===== config.mk =====
export PLATFORM = sky130hd
export DESIGN_NAME = muldiv_unit_flat
export DESIGN_NICKNAME = d
export VERILOG_FILES = /design/src/rtl/muldiv_unit_if.sv /design/src/rtl/muldiv_unit.sv /design/src/flat_wrapper.sv
export SDC_FILE = /design/constraint.sdc
export NUM_CORES = 2
export LEC_CHECK = 0
export ABC_CLOCK_PERIOD_IN_PS = 13800
export CORE_MARGIN = 4
export CORE_UTILIZATION = 59
export DETAILED_ROUTE_END_ITERATION = 10
export MAX_ROUTING_LAYER = met4
export PLACE_DENSITY_LB_ADDON = 0.12
export SLEW_MARGIN = 20
export SYNTH_ARGS = -nofsm -noshare
export SYNTH_HDL_FRONTEND = slang
export SYNTH_SLANG_ARGS = --single-unit

===== constraint.sdc =====
create_clock -name clk -period 13.8 [get_ports clk]
set_input_delay 2.07 -clock clk [delete_from_list [all_inputs] [get_ports clk]]
set_output_delay 2.07 -clock clk [all_outputs]
set_load 0.01 [all_outputs]

===== src/rtl/muldiv_unit_if.sv =====
// Request/response bundle between the core's execute stage and the RV32M multiply/divide unit.
// The core drives the master side; the unit implements the slave side.
interface muldiv_unit_if;
    logic        start;
    logic        flush;
    logic [2:0]  funct3;
    logic [31:0] op_a;
    logic [31:0] op_b;
    logic [4:0]  rd_in;
    logic        busy;
    logic        done;
    logic [31:0] result;
    logic [4:0]  rd_out;

    modport master (
        output start, flush, funct3, op_a, op_b, rd_in,
        input  busy, done, result, rd_out
    );

    modport slave (
        input  start, flush, funct3, op_a, op_b, rd_in,
        output busy, done, result, rd_out
    );
endinterface


===== src/rtl/muldiv_unit.sv =====
// RV32M execute unit: single-cycle multiply, 32-iteration restoring divide,
// start/busy/done handshake with a completion tag.
module muldiv_unit (
    input  logic          clk,
    input  logic          rst_n,
    muldiv_unit_if.slave  bus
);

    typedef enum logic [1:0] {StIdle, StExec, StDiv, StDone} state_e;

    state_e      state_q, state_d;
    logic [2:0]  fn_q, fn_d;
    logic [31:0] a_q, a_d;
    logic [31:0] b_q, b_d;
    logic [4:0]  tag_q, tag_d;
    logic [32:0] rem_q, rem_d;
    logic [31:0] quo_q, quo_d;
    logic [31:0] dvs_q, dvs_d;
    logic [4:0]  cnt_q, cnt_d;
    logic        neg_q, neg_d;
    logic        sa_q, sa_d;
    logic [31:0] result_q, result_d;
    logic [4:0]  rd_out_q, rd_out_d;

    // Acceptance-time decode of the incoming request
    logic        accept;
    logic        in_signed;
    logic        in_sa, in_sb;
    logic        in_special;
    assign accept     = bus.start && !bus.flush && (state_q == StIdle || state_q == StDone);
    assign in_signed  = !bus.funct3[0];
    assign in_sa      = in_signed && bus.op_a[31];
    assign in_sb      = in_signed && bus.op_b[31];
    assign in_special = !bus.funct3[2] || (bus.op_b == 32'd0) ||
                        (in_signed && bus.op_a == 32'h8000_0000 && bus.op_b == 32'hFFFF_FFFF);

    // Multiplier: operands sign- or zero-extended to 33 bits according to funct3
    logic signed [32:0] mul_a, mul_b;
    logic signed [65:0] prod;
    assign mul_a = {!(fn_q[1] && fn_q[0]) && a_q[31], a_q};
    assign mul_b = {!fn_q[1] && b_q[31], b_q};
    assign prod  = mul_a * mul_b;

    logic [31:0] exec_res;
    always_comb begin
        exec_res = 32'd0;
        if (!fn_q[2]) begin
            exec_res = (fn_q[1:0] == 2'b00) ? prod[31:0] : prod[63:32];
        end else if (b_q == 32'd0) begin
            exec_res = fn_q[1] ? a_q : 32'hFFFF_FFFF;
        end else begin
            // Only signed overflow reaches here: DIV -> most-negative, REM -> 0
            exec_res = fn_q[1] ? 32'd0 : 32'h8000_0000;
        end
    end

    // One restoring step; the low dividend bits live in quo_q and shift out as quotient shifts in
    logic [32:0] rem_sh, diff, rem_next;
    logic        q_bit;
    logic [31:0] quo_next, q_fin, r_fin, div_res;
    assign rem_sh   = {rem_q[31:0], quo_q[31]};
    assign diff     = rem_sh - {1'b0, dvs_q};
    assign q_bit    = !diff[32];
    assign rem_next = q_bit ? diff : rem_sh;
    assign quo_next = {quo_q[30:0], q_bit};
    assign q_fin    = neg_q ? -quo_next : quo_next;
    assign r_fin    = sa_q ? -rem_next[31:0] : rem_next[31:0];
    assign div_res  = fn_q[1] ? r_fin : q_fin;

    always_comb begin
        state_d  = state_q;
        fn_d     = fn_q;
        a_d      = a_q;
        b_d      = b_q;
        tag_d    = tag_q;
        rem_d    = rem_q;
        quo_d    = quo_q;
        dvs_d    = dvs_q;
        cnt_d    = cnt_q;
        neg_d    = neg_q;
        sa_d     = sa_q;
        result_d = result_q;
        rd_out_d = rd_out_q;

        if (bus.flush) begin
            state_d = StIdle;
        end else begin
            unique case (state_q)
                StIdle, StDone: begin
                    state_d = StIdle;
                    if (accept) begin
                        fn_d  = bus.funct3;
                        a_d   = bus.op_a;
                        b_d   = bus.op_b;
                        tag_d = bus.rd_in;
                        if (in_special) begin
                            state_d = StExec;
                        end else begin
                            state_d = StDiv;
                            rem_d   = 33'd0;
                            quo_d   = in_sa ? -bus.op_a : bus.op_a;
                            dvs_d   = in_sb ? -bus.op_b : bus.op_b;
                            cnt_d   = 5'd0;
                            neg_d   = in_sa ^ in_sb;
                            sa_d    = in_sa;
                        end
                    end
                end
                StExec: begin
                    result_d = exec_res;
                    rd_out_d = tag_q;
                    state_d  = StDone;
                end
                StDiv: begin
                    rem_d = rem_next;
                    quo_d = quo_next;
                    cnt_d = cnt_q + 5'd1;
                    if (cnt_q == 5'd31) begin
                        result_d = div_res;
                        rd_out_d = tag_q;
                        state_d  = StDone;
                    end
                end
            endcase
        end
    end

    always_ff @(posedge clk or negedge rst_n) begin
        if (!rst_n) begin
            state_q  <= StIdle;
            fn_q     <= 3'd0;
            a_q      <= 32'd0;
            b_q      <= 32'd0;
            tag_q    <= 5'd0;
            rem_q    <= 33'd0;
            quo_q    <= 32'd0;
            dvs_q    <= 32'd0;
            cnt_q    <= 5'd0;
            neg_q    <= 1'b0;
            sa_q     <= 1'b0;
            result_q <= 32'd0;
            rd_out_q <= 5'd0;
        end else begin
            state_q  <= state_d;
            fn_q     <= fn_d;
            a_q      <= a_d;
            b_q      <= b_d;
            tag_q    <= tag_d;
            rem_q    <= rem_d;
            quo_q    <= quo_d;
            dvs_q    <= dvs_d;
            cnt_q    <= cnt_d;
            neg_q    <= neg_d;
            sa_q     <= sa_d;
            result_q <= result_d;
            rd_out_q <= rd_out_d;
        end
    end

    assign bus.busy   = (state_q == StExec) || (state_q == StDiv);
    assign bus.done   = (state_q == StDone);
    assign bus.result = result_q;
    assign bus.rd_out = rd_out_q;

endmodule


===== src/flat_wrapper.sv =====
// flat-port wrapper written by rule: the top's interface ports become plain ports
module muldiv_unit_flat 
  (clk, rst_n, bus_start, bus_flush, bus_funct3, bus_op_a, bus_op_b, bus_rd_in, bus_busy, bus_done, bus_result, bus_rd_out);
  muldiv_unit_if bus_i ();
  input  logic clk;
  input  logic rst_n;
  input wire logic [$bits(bus_i.start)-1:0] bus_start;
  input wire logic [$bits(bus_i.flush)-1:0] bus_flush;
  input wire logic [$bits(bus_i.funct3)-1:0] bus_funct3;
  input wire logic [$bits(bus_i.op_a)-1:0] bus_op_a;
  input wire logic [$bits(bus_i.op_b)-1:0] bus_op_b;
  input wire logic [$bits(bus_i.rd_in)-1:0] bus_rd_in;
  output wire logic [$bits(bus_i.busy)-1:0] bus_busy;
  output wire logic [$bits(bus_i.done)-1:0] bus_done;
  output wire logic [$bits(bus_i.result)-1:0] bus_result;
  output wire logic [$bits(bus_i.rd_out)-1:0] bus_rd_out;
  assign bus_i.start = bus_start;
  assign bus_i.flush = bus_flush;
  assign bus_i.funct3 = bus_funct3;
  assign bus_i.op_a = bus_op_a;
  assign bus_i.op_b = bus_op_b;
  assign bus_i.rd_in = bus_rd_in;
  assign bus_busy = bus_i.busy;
  assign bus_done = bus_i.done;
  assign bus_result = bus_i.result;
  assign bus_rd_out = bus_i.rd_out;
  muldiv_unit u_core (.clk(clk), .rst_n(rst_n), .bus(bus_i));
endmodule

==> flow_metrics.tcl <==
set metrics [dict create \
    end_kind "flop" \
    critPathMaxFanout 31 \
    htree_levels 1 \
    rsz0062_at_grt "no" \
    routed_wl_um 154000 \
    ctsResizeCount 0 \
    synth_edf_count 0 \
    ys_top_cells_by_count "1165 x inv_1, 1126 x fa_1, 984 x nand2_1" \
    layout.nets 7318 \
    placed_area_um2 54800 \
    yosys.area.top_type "fa_1" \
    cts_tree "built" \
    route.detailed.drc 0 \
    initial_core_util_pct 59.7 \
    portBuffers 114 \
    ys_seq_area_share_pct 10.1 \
    dieArea_um2 94600 \
    route.vias.total 41100 \
    critPathLaunchType "flop" \
    root_buffer "clkbuf_16" \
    status "finished clean" \
    path_class "flop to flop" \
    yosysWarnings 0 \
    worst_pin_slew_ps 1130 \
    post_drt_wl_per_cell_um 21.8 \
    setup_ws_ps 4360 \
    grt_max_degree 78 \
    reg2regPathDepth 28 \
    fin_setup_tns_ps 0 \
    gp_congestion 0.972 \
    grt.total_usage_pct 34.6 \
    crit_top_cell "fa_1" \
    io_pins 115 \
    drv_slew 0 \
    grt_pass1_vias 43500 \
    syn-cell-area_um2 53000 \
    final_area_um2 55700 \
    dieHeight_um 308 \
    synth.area.top_cells "fa_1 43%, dfrtp_1 10%, inv_1 8.3%" \
    hold_class "flop to flop" \
    dr.pass1.iters 6 \
    syn_nets 7465 \
    post-route-period-util_pct 68.4 \
    antenna_found_initial 6 \
    ys_async_sr_fraction_pct 100 \
    syn_inst 6009 \
    clkSinkCount 214 \
    crit_required_ps 14230 \
    overflow 0 \
    holdBufCountCts 0 \
    worstPathArrival_ps 9870 \
    cap_violations 0 \
    clk_pin_slew_ps 70 \
    cp_slowest_cell "fa_1" \
    postCtsSetupRepairBufs 0 \
    synth_ff_type "dfrtp_1" \
    routed_via_density 5.83 \
    slowest_delay_ps 800 \
    setup_viol_count_final 0 \
    die_x_um 308 \
    avgSynthCellArea_um2 8.81 \
    cts_buffer_depth 3 \
    max_freq_ghz 0.106 \
    fin_crit_ps 9440 \
    synthToLayoutAreaGrowth_pct 5.18 \
    place_ws_ps 4460 \
    hold_viol_final 0 \
    grt_pass1_wl_um 248000 \
    hold_path_depth 2 \
    cts_inserted_buffers 27 \
    row_count 109 \
    yosysMostFrequentCell "inv_1" \
    clock_latency_ps 570 \
    ys_ff_latch 214 \
    holdWs_ps 465 \
    ant_nets 0 \
    dp_hpwl_um 122000 \
    yosysUniqueCellTypes 92 \
    drt-initial-drc-count 3072 \
    max_slew_margin_pct 24.4 \
    core_region_area_um2 88800 \
    yosys.area.top_type_share_pct 42.6 \
    fin_worst_skew_ps 21.0 \
    layout-drive-gt1-share_pct 4.30 \
]
[area by class of cell]
type,instances,area [um^2]
diodes,3,7.51
clock buffers,38,777
clock inverters,12,126
fillers,7605,33100
inverters,1169,4390
multi-input cells,4253,41800
flip-flops and latches,214,5360
well taps,1165,1460
repair buffers,197,1770
[logic make-up after synthesis]
logic type      after synthesis  synth area share (%)
simple gates               1845                  16.2
buf+inv                    1542                  11.0
fa+ha+maj                  1380                  48.6
compound gates              725                  8.72
flops                       214                  10.1
xor+xnor                    210                  3.47
mux                          93                  1.93
[worst max-delay path: cells and delay by family (launching register included)]
kind / cells / cell delay (ps)
XOR/XNOR: 1 / 220
flip-flops: 1 / 580
adder cells (fa/ha/maj): 9 / 4970
AO/OA/AOI/OAI: 9 / 1870
AND/OR/NAND/NOR: 1 / 150
buffers and inverters: 8 / 1470
[state kept, by name, summed over array words and instances (netlist names)]
| register | flops |
|---|---|
| u_core.b_q | 32 |
| u_core.a_q | 32 |
| u_core.tag_q | 5 |
| u_core.bus.result | 32 |
| u_core.sa_q | 1 |
| u_core.neg_q | 1 |
| u_core.rem_q | 32 |
| u_core.fn_q | 3 |
| u_core.cnt_q | 5 |
| u_core.state_q | 2 |
| u_core.dvs_q | 32 |
| u_core.bus.rd_out | 5 |
| u_core.quo_q | 32 |
[layout by cell type, fill, tap and decap left out, types with 10 or more instances in the layout]
master | synthesis | final
o21ai_0 | 196 | 196
nand2b_1 | 21 | 21
buf_4 | 0 | 82
clkdlybuf4s50_1 | 0 | 113
nand2_1 | 984 | 983
xnor2_1 | 122 | 122
or2_2 | 10 | 10
a21o_1 | 48 | 48
mux2i_1 | 21 | 21
ha_1 | 254 | 253
o21ai_1 | 18 | 18
a221oi_1 | 11 | 11
a31oi_1 | 21 | 21
nor2_1 | 200 | 200
nor3_1 | 53 | 52
and2_1 | 373 | 373
mux2_2 | 72 | 72
and3_1 | 14 | 14
o221ai_1 | 19 | 19
nand4_1 | 24 | 24
a211oi_1 | 25 | 25
inv_1 | 1165 | 1165
a21oi_1 | 202 | 202
or4_1 | 16 | 16
o21a_1 | 14 | 14
nor2b_1 | 15 | 14
xor2_1 | 88 | 88
clkbuf_16 | 0 | 27
dfrtp_1 | 214 | 208
o41ai_1 | 14 | 14
or3_1 | 29 | 28
nand3_1 | 51 | 51
o21bai_1 | 15 | 15
o31ai_1 | 46 | 46
nor4_1 | 21 | 21
o211ai_1 | 22 | 22
fa_1 | 1126 | 1126
[through the flow]
step                instances  util [%]
finish                   7051      62.7
global route             7050      62.7
CTS                      7048      62.7
detailed placement       6998      61.7
global placement         6997      61.7
floorplan                6009         -
[worst paths after layout]
path / start / endpoint / slack [ps]
worst max-delay path: u_core.fn_q[0] / u_core.bus.result[20] / 4360
worst min-delay path: u_core.tag_q[4] / u_core.bus.rd_out[4] / 460
worst max register to register: u_core.fn_q[0] / u_core.bus.result[20] / 4360
worst min register to register: u_core.tag_q[4] / u_core.bus.rd_out[4] / 460
max in group asynchronous: rst_n / u_core.b_q[2] / 10770
min in group asynchronous: rst_n / u_core.rem_q[2] / 1510
[metal layers]
metal / global-route usage, % / vias up / share of wire [%]
met1: 46.4 / 21300 / 41
met2: 57.0 / 1536 / 49
met3: 4.25 / 277 / 7.3
met5: - / - / 0
li1: - / 18000 / -
met4: 8.65 / 0 / 2.9
Power is not shown: default switching activity piles up to over one toggle a cycle in this logic, so the estimate is an artifact.
